`src/rtl/alu_mc_flags_if.sv`:
```
// Operand and result handshake bundle for alu_mc_flags.
// master: issues ops and takes results; slave: the ALU.
interface alu_mc_flags_if #(
  parameter int W = 8
);
  logic         in_valid;
  logic         in_ready;
  logic [3:0]   Aluop;
  logic [W-1:0] DatA;
  logic [W-1:0] DatB;
  logic         out_valid;
  logic         out_ready;
  logic [W-1:0] Rslt;
  logic         SCo;
  logic         Zero;
  logic         LessThan;
  logic         AddFlag;
  logic         busy;

  modport master (
    output in_valid, Aluop, DatA, DatB, out_ready,
    input  in_ready, out_valid, Rslt,
    input  SCo, Zero, LessThan, AddFlag, busy
  );

  modport slave (
    input  in_valid, Aluop, DatA, DatB, out_ready,
    output in_ready, out_valid, Rslt,
    output SCo, Zero, LessThan, AddFlag, busy
  );
endinterface

```
`src/rtl/alu_mc_flags.sv`:
```
// Multi-cycle ALU with persistent SCo/Zero/LessThan/AddFlag state.
// Ports: Clk, Reset (async, active high), bus (slave handshake bundle).
module alu_mc_flags #(
  parameter int W   = 8,
  parameter int SAW = $clog2(W) + 1
) (
  input logic           Clk,
  input logic           Reset,
  alu_mc_flags_if.slave bus
);
  localparam logic [3:0] OP_NOP  = 4'd0;
  localparam logic [3:0] OP_ADD  = 4'd1;
  localparam logic [3:0] OP_NOT  = 4'd2;
  localparam logic [3:0] OP_XOR  = 4'd3;
  localparam logic [3:0] OP_LSL  = 4'd4;
  localparam logic [3:0] OP_LSR  = 4'd5;
  localparam logic [3:0] OP_MOV  = 4'd6;
  localparam logic [3:0] OP_CMP  = 4'd7;
  localparam logic [3:0] OP_SCMP = 4'd8;
  localparam logic [3:0] OP_BR   = 4'd9;
  localparam logic [3:0] OP_MOVI = 4'd10;
  localparam logic [3:0] OP_ADC  = 4'd11;
  localparam logic [3:0] OP_RADD = 4'd12;
  localparam logic [3:0] OP_ADF  = 4'd13;
  localparam logic [3:0] OP_ST   = 4'd14;
  localparam logic [3:0] OP_LD   = 4'd15;

  localparam logic [SAW-1:0] WN = SAW'(W);

  typedef enum logic [1:0] {
    S_IDLE,
    S_ITER,
    S_COMMIT
  } state_t;

  state_t         state_q, state_d;
  logic [3:0]     op_q, op_d;
  logic [W-1:0]   a_q, a_d;
  logic [W-1:0]   b_q, b_d;
  logic [SAW-1:0] cnt_q, cnt_d;
  logic           lb_q, lb_d;
  logic           nz_q, nz_d;
  logic           over_q, over_d;
  logic [W-1:0]   rslt_q, rslt_d;
  logic           sco_q, sco_d;
  logic           zero_q, zero_d;
  logic           lt_q, lt_d;
  logic           af_q, af_d;
  logic           ov_q, ov_d;

  logic           in_rdy;
  logic [SAW-1:0] n;
  logic [W:0]     add_r, adc_r, sub_r;
  logic [W-1:0]   lsl_r;
  logic           lastout;

  assign in_rdy = !Reset && (state_q == S_IDLE)
                  && (!ov_q || bus.out_ready);
  assign n      = bus.DatB[SAW-1:0];

  assign add_r = {1'b0, a_q} + {1'b0, b_q};
  assign adc_r = add_r + {{W{1'b0}}, sco_q};
  assign sub_r = {1'b0, a_q} - {1'b0, b_q};
  // carry-in add applied after the shift, using the pre-op carry
  assign lsl_r = a_q + {{(W-1){1'b0}}, sco_q};
  // shifting past W bits would have pushed out only zeros
  assign lastout = over_q ? 1'b0 : lb_q;

  always_comb begin
    state_d = state_q;
    op_d    = op_q;
    a_d     = a_q;
    b_d     = b_q;
    cnt_d   = cnt_q;
    lb_d    = lb_q;
    nz_d    = nz_q;
    over_d  = over_q;
    rslt_d  = rslt_q;
    sco_d   = sco_q;
    zero_d  = zero_q;
    lt_d    = lt_q;
    af_d    = af_q;
    ov_d    = ov_q;
    if (ov_q && bus.out_ready) ov_d = 1'b0;
    unique case (state_q)
      S_IDLE: begin
        if (bus.in_valid && in_rdy) begin
          op_d   = bus.Aluop;
          a_d    = bus.DatA;
          b_d    = bus.DatB;
          nz_d   = (n != '0);
          over_d = (n > WN);
          cnt_d  = (n > WN) ? WN : n;
          lb_d   = 1'b0;
          state_d = S_COMMIT;
          if (bus.Aluop == OP_RADD) begin
            // bit 0 is counted on the accept edge
            a_d     = {{(W-1){1'b0}}, bus.DatB[0]};
            b_d     = bus.DatB >> 1;
            cnt_d   = SAW'(W - 1);
            state_d = S_ITER;
          end else if ((bus.Aluop == OP_LSL ||
                        bus.Aluop == OP_LSR) && n != '0) begin
            state_d = S_ITER;
          end
        end
      end
      S_ITER: begin
        cnt_d = cnt_q - SAW'(1);
        if (op_q == OP_LSL) begin
          a_d  = a_q << 1;
          lb_d = a_q[W-1];
        end else if (op_q == OP_LSR) begin
          a_d  = a_q >> 1;
          lb_d = a_q[0];
        end else begin
          a_d = a_q + {{(W-1){1'b0}}, b_q[0]};
          b_d = b_q >> 1;
        end
        if (cnt_q == SAW'(1)) state_d = S_COMMIT;
      end
      S_COMMIT: begin
        state_d = S_IDLE;
        ov_d    = 1'b1;
        unique case (1'b1)
          (op_q == OP_NOP || op_q == OP_BR): rslt_d = {{(W-1){1'b0}}, 1'b1};
          (op_q == OP_ADD): {sco_d, rslt_d} = add_r;
          (op_q == OP_NOT): rslt_d = ~b_q;
          (op_q == OP_XOR): rslt_d = a_q ^ b_q;
          (op_q == OP_LSL): begin
            rslt_d = lsl_r;
            if (nz_q) sco_d = lastout;
          end
          (op_q == OP_LSR): begin
            rslt_d = a_q;
            if (nz_q) af_d = lastout;
          end
          (op_q == OP_MOV): rslt_d = a_q;
          (op_q == OP_CMP): begin
            {lt_d, rslt_d} = sub_r;
            zero_d = (a_q == b_q);
          end
          (op_q == OP_SCMP): begin
            rslt_d = sub_r[W-1:0];
            lt_d   = ($signed(a_q) < $signed(b_q));
            zero_d = (a_q == b_q);
          end
          (op_q == OP_MOVI): rslt_d = b_q;
          (op_q == OP_ADC):  {sco_d, rslt_d} = adc_r;
          (op_q == OP_RADD): rslt_d = a_q;
          (op_q == OP_ADF): begin
            if (af_q) {sco_d, rslt_d} = adc_r;
            else      rslt_d = a_q;
          end
          (op_q == OP_ST || op_q == OP_LD): rslt_d = add_r[W-1:0];
          default: rslt_d = rslt_q;
        endcase
      end
      default: state_d = S_IDLE;
    endcase
  end

  always_ff @(posedge Clk or posedge Reset) begin
    if (Reset) begin
      state_q <= S_IDLE;
      op_q    <= '0;
      a_q     <= '0;
      b_q     <= '0;
      cnt_q   <= '0;
      lb_q    <= 1'b0;
      nz_q    <= 1'b0;
      over_q  <= 1'b0;
      rslt_q  <= '0;
      sco_q   <= 1'b0;
      zero_q  <= 1'b0;
      lt_q    <= 1'b0;
      af_q    <= 1'b0;
      ov_q    <= 1'b0;
    end else begin
      state_q <= state_d;
      op_q    <= op_d;
      a_q     <= a_d;
      b_q     <= b_d;
      cnt_q   <= cnt_d;
      lb_q    <= lb_d;
      nz_q    <= nz_d;
      over_q  <= over_d;
      rslt_q  <= rslt_d;
      sco_q   <= sco_d;
      zero_q  <= zero_d;
      lt_q    <= lt_d;
      af_q    <= af_d;
      ov_q    <= ov_d;
    end
  end

  assign bus.in_ready  = in_rdy;
  assign bus.out_valid = ov_q;
  assign bus.Rslt      = rslt_q;
  assign bus.SCo       = sco_q;
  assign bus.Zero      = zero_q;
  assign bus.LessThan  = lt_q;
  assign bus.AddFlag   = af_q;
  assign bus.busy      = (state_q == S_ITER);
endmodule

```
`src/flat_wrapper.sv`:
```
// flat-port wrapper written by rule: the top's interface ports become plain ports
module alu_mc_flags_flat 
#(
  parameter int W   = 8,
  parameter int SAW = $clog2(W) + 1
)
  (Clk, Reset, bus_in_valid, bus_Aluop, bus_DatA, bus_DatB, bus_out_ready, bus_in_ready, bus_out_valid, bus_Rslt, bus_SCo, bus_Zero, bus_LessThan, bus_AddFlag, bus_busy);
  alu_mc_flags_if #(.W(W)) bus_i ();
  input logic Clk;
  input logic Reset;
  input wire logic [$bits(bus_i.in_valid)-1:0] bus_in_valid;
  input wire logic [$bits(bus_i.Aluop)-1:0] bus_Aluop;
  input wire logic [$bits(bus_i.DatA)-1:0] bus_DatA;
  input wire logic [$bits(bus_i.DatB)-1:0] bus_DatB;
  input wire logic [$bits(bus_i.out_ready)-1:0] bus_out_ready;
  output wire logic [$bits(bus_i.in_ready)-1:0] bus_in_ready;
  output wire logic [$bits(bus_i.out_valid)-1:0] bus_out_valid;
  output wire logic [$bits(bus_i.Rslt)-1:0] bus_Rslt;
  output wire logic [$bits(bus_i.SCo)-1:0] bus_SCo;
  output wire logic [$bits(bus_i.Zero)-1:0] bus_Zero;
  output wire logic [$bits(bus_i.LessThan)-1:0] bus_LessThan;
  output wire logic [$bits(bus_i.AddFlag)-1:0] bus_AddFlag;
  output wire logic [$bits(bus_i.busy)-1:0] bus_busy;
  assign bus_i.in_valid = bus_in_valid;
  assign bus_i.Aluop = bus_Aluop;
  assign bus_i.DatA = bus_DatA;
  assign bus_i.DatB = bus_DatB;
  assign bus_i.out_ready = bus_out_ready;
  assign bus_in_ready = bus_i.in_ready;
  assign bus_out_valid = bus_i.out_valid;
  assign bus_Rslt = bus_i.Rslt;
  assign bus_SCo = bus_i.SCo;
  assign bus_Zero = bus_i.Zero;
  assign bus_LessThan = bus_i.LessThan;
  assign bus_AddFlag = bus_i.AddFlag;
  assign bus_busy = bus_i.busy;
  alu_mc_flags #(.W(W), .SAW(SAW)) u_core (.Clk(Clk), .Reset(Reset), .bus(bus_i));
endmodule
```
`config.mk`:
```
export PLATFORM = sky130hd
export DESIGN_NAME = alu_mc_flags_flat
export DESIGN_NICKNAME = d
export VERILOG_FILES = /design/src/rtl/alu_mc_flags_if.sv /design/src/rtl/alu_mc_flags.sv /design/src/flat_wrapper.sv
export SDC_FILE = /design/constraint.sdc
export NUM_CORES = 1
export LEC_CHECK = 0
export BUFFER_PORTS_ARGS = -buffer_cell sky130_fd_sc_hd__buf_2
export CORE_ASPECT_RATIO = 0.6
export CORE_MARGIN = 4
export CORE_UTILIZATION = 64
export DETAILED_ROUTE_END_ITERATION = 10
export GPL_ROUTABILITY_DRIVEN = 0
export PLACE_DENSITY = 0.82
export SYNTH_ARGS = -nofsm -noshare
export SYNTH_HDL_FRONTEND = slang
export SYNTH_SLANG_ARGS = --single-unit
```
`constraint.sdc`:
```
create_clock -name Clk -period 5.7 [get_ports Clk]
set_clock_uncertainty 0.15 [all_clocks]
set_input_delay 0.285 -clock Clk [delete_from_list [all_inputs] [get_ports Clk]]
set_output_delay 0.285 -clock Clk [all_outputs]
set_load 0.05 [all_outputs]
```
==> flow_metrics.env <==
export IMPL_outcome="finished with violations"
export IMPL_violations="hold timing"
export IMPL_cts_tree="yes"
export IMPL_dr_pass1_iters=7
export IMPL_finalSetupViolCount=0
export IMPL_clk_latency_ns=0.31
export IMPL_finalHoldViolCount=35
export IMPL_period_needed_ns=2.986
export IMPL_cp_cell_sequence="ha_1 -> inv_1 -> fa_1 -> o21bai_4 -> a211oi_1 -> o21bai_2 -> xnor2_2 -> o2111a_1 -> a311o_1 -> a32oi_1"
export IMPL_arrival_ns=3.07
export IMPL_yosysWarnings=0
export IMPL_wl_met3_mm=1.740
export IMPL_critPathMaxFanout=6
export IMPL_setup_tns_ns=0
export IMPL_final_layout_size_suffix_gt1_share_pct=13.43
export IMPL_cts_max_level=2
export IMPL_synth_area_per_cell_sq_um=8.036
export IMPL_seq_area_frac_synth_pct=26.85
export IMPL_cts_setup_buffers=0
export IMPL_rsz0062_at_grt="false"
export IMPL_die_h_um=68.58
export IMPL_drt_total_wl_mm=11.65
export IMPL_cts_max_path_buffers=2
export IMPL_synth_ff_latch_count=42
export IMPL_drtIter0Drc=532
export IMPL_synth_edf_count=0
export IMPL_required_ns=5.78
export IMPL_synth_nets=536
export IMPL_rows=21
export IMPL_layout_nets=547
export IMPL_cts_buffers=5
export IMPL_crit_family="compound AO/OA/AOI/OAI gates"
export IMPL_wl_met1_mm=5.080
export IMPL_worst_slew_pin_slew_ns=1.064
export IMPL_finalMaxSlewViolations=0
export IMPL_vias=4009
export IMPL_grt_first_pass_wirelength_mm=18.77
export IMPL_grt_pass1_vias=3672
export IMPL_overflow=0
export IMPL_r2r_cells=10
export IMPL_period_share_pct=52.38
export IMPL_max_slew_margin_pct=28.97
export IMPL_critPathBufInv=1
export IMPL_synth_cell_type_count=76
export IMPL_area_growth_pct=5.595
export IMPL_ant_nets=0
export IMPL_core_sq_um=5754
export IMPL_cts_root_buf="clkbuf_8"
export IMPL_synthFlopType="dfrtp_1"
export IMPL_io_pins=39
export IMPL_cts_sinks=42
export IMPL_grt_usage_pct=32.85
export IMPL_start_util_pct=68.01
export IMPL_startpoint_type="flop"
export IMPL_cap_violations=0
export IMPL_synthCells=487
export IMPL_cp_slowest_cell="fa_1"
export IMPL_wl_met2_mm=4.559
export IMPL_antenna_found_initial=0
export IMPL_dieArea_sq_um=7472
export IMPL_async_flop_share_pct=100.0
export IMPL_clk_pin_slew_worst_paths_ns=0.10
export IMPL_diodes=0
export IMPL_routedWlPerCell_um=20.11
export IMPL_cpPeakStageDelay_ns=0.48
export IMPL_postCtsHoldBufs=0
export IMPL_min_path_type="in -> async"
export IMPL_path_class="reg -> reg"
export IMPL_synth_cell_area_sq_um=3914
export IMPL_port_buffers=38
export IMPL_dp_cells=571
export IMPL_dp_hpwl_mm=8.598
export IMPL_drc=0
export IMPL_highest_layer="met4"
export IMPL_endpoint_kind="flop"
export IMPL_max_freq_mhz=334.9
export IMPL_fp_dieW_um=109.0
export IMPL_instances_no_fill=579
export IMPL_via_per_inst=6.924
export IMPL_cts_resized=0
export IMPL_crit_cells=10
export IMPL_whs_ns=-0.02645
export IMPL_grt_max_degree=43
-- registers in the layout, summed over array words and instances, names as in the netlist, 2 cells and up --
register	count
u_core.b_q	8
u_core.cnt_q	4
u_core.state_q	2
u_core.bus.Rslt	8
u_core.a_q	8
u_core.op_q	4
-- cell usage in the layout (no fill, tap or decap), drive strengths merged, types with 4 or more instances in the layout --
cell type  instances
a221oi             6
nor3               6
inv               26
buf               40
a32oi              5
clkbuf             6
and3               7
xor2              10
o21ai             47
nand3             11
a22o               5
o21a               4
nand2             49
nor4               4
a31oi              9
o22ai              5
a21oi             43
o31ai              4
dfrtp             42
ha                23
o211ai             7
mux2i             11
nand2b             5
nand4              7
nor2              36
nor2b             14
xnor2             17
-- tightest hold or removal path, delay by kind of cell --
| kind | cells | cell delay [ns] |
|---|---|---|
| buffers and inverters | 3 | 0.61 |
-- routing by layer --
metal / vias up / global-route usage, %
met5: - / 0
met4: 0 / 11.02
met3: 43 / 14.23
met2: 303 / 45.11
met1: 1867 / 45.97
li1: 1796 / -
-- worst paths after layout --
check	start	endpoint	slack, ns
worst max-delay path	u_core.a_q[0]	u_core.bus.SCo	2.71
worst min-delay path	Reset	u_core.bus.LessThan	-0.03
worst max register to register	u_core.a_q[0]	u_core.bus.SCo	2.71
worst min register to register	u_core.over_q	u_core.over_q	0.33
max in group asynchronous	Reset	u_core.b_q[1]	5.03
min in group Clk	bus_Aluop[3]	u_core.op_q[3]	0.06
-- cell usage after synthesis (3+ instances only) --
library cell / n / area, sq um
nand2b_1: 4 / 25.02
a221oi_1: 5 / 43.79
a21oi_1: 42 / 210.2
buf_4: 6 / 45.04
ha_1: 23 / 287.8
nor2b_1: 14 / 87.58
a22o_1: 5 / 43.79
o211ai_1: 7 / 52.55
xnor2_1: 15 / 131.4
a211oi_1: 3 / 22.52
nand3_1: 11 / 55.05
o21ai_0: 33 / 165.2
nor3_1: 6 / 30.03
inv_1: 24 / 90.09
nand2_1: 49 / 183.9
nand4_1: 7 / 43.79
a32oi_1: 5 / 43.79
dfrtp_1: 42 / 1051
nor2_1: 34 / 127.6
o21a_1: 4 / 30.03
xor2_1: 10 / 87.58
clkbuf_1: 18 / 67.56
mux2i_1: 11 / 110.1
o31ai_1: 4 / 30.03
buf_2: 8 / 40.04
o22ai_1: 5 / 31.28
and3_1: 7 / 43.79
o21ai_1: 14 / 70.07
a31oi_1: 9 / 56.30
nor4_1: 3 / 18.77
-- metrics by stage --
stage          setup WS [ns]  cell area (sq um)  hold WS, ns  utilization, %
6_report               2.714               4133     -0.02645           71.82
5_1_grt                2.507               4133      0.03372           71.82
3_3_place_gp           2.891               4046       0.3062           70.32
2_1_floorplan          2.094               3914       0.2404               -
3_5_place_dp           2.801               4046       0.3070           70.32
4_1_cts                2.769               4133     0.001785           71.82
-- cell type report --
type                            instances  area, sq um
Timing Repair Buffer                   40        205.2
Clock inverter                          2        13.76
Sequential cell                        42         1051
Tap cell                               80        100.1
Clock buffer                            6        72.57
Multi-Input combinational cell        383         2592
Fill cell                             455         1622
Inverter                               26        97.59
-- cells by family after synthesis --
logic type,Yosys count,share of synthesized area (%)
AOI/OAI and AO/OA,166,27.91
and+or+nand+nor,152,19.76
buffers and inverters,62,7.289
DFF,42,26.85
xor gates and xnor gates,27,6.426
adders and majority gates,25,8.376
muxes,13,3.389
Power is left out: the tool's default activity adds up to more than one toggle a clock period on the data nets, which glitch-free logic cannot reach.
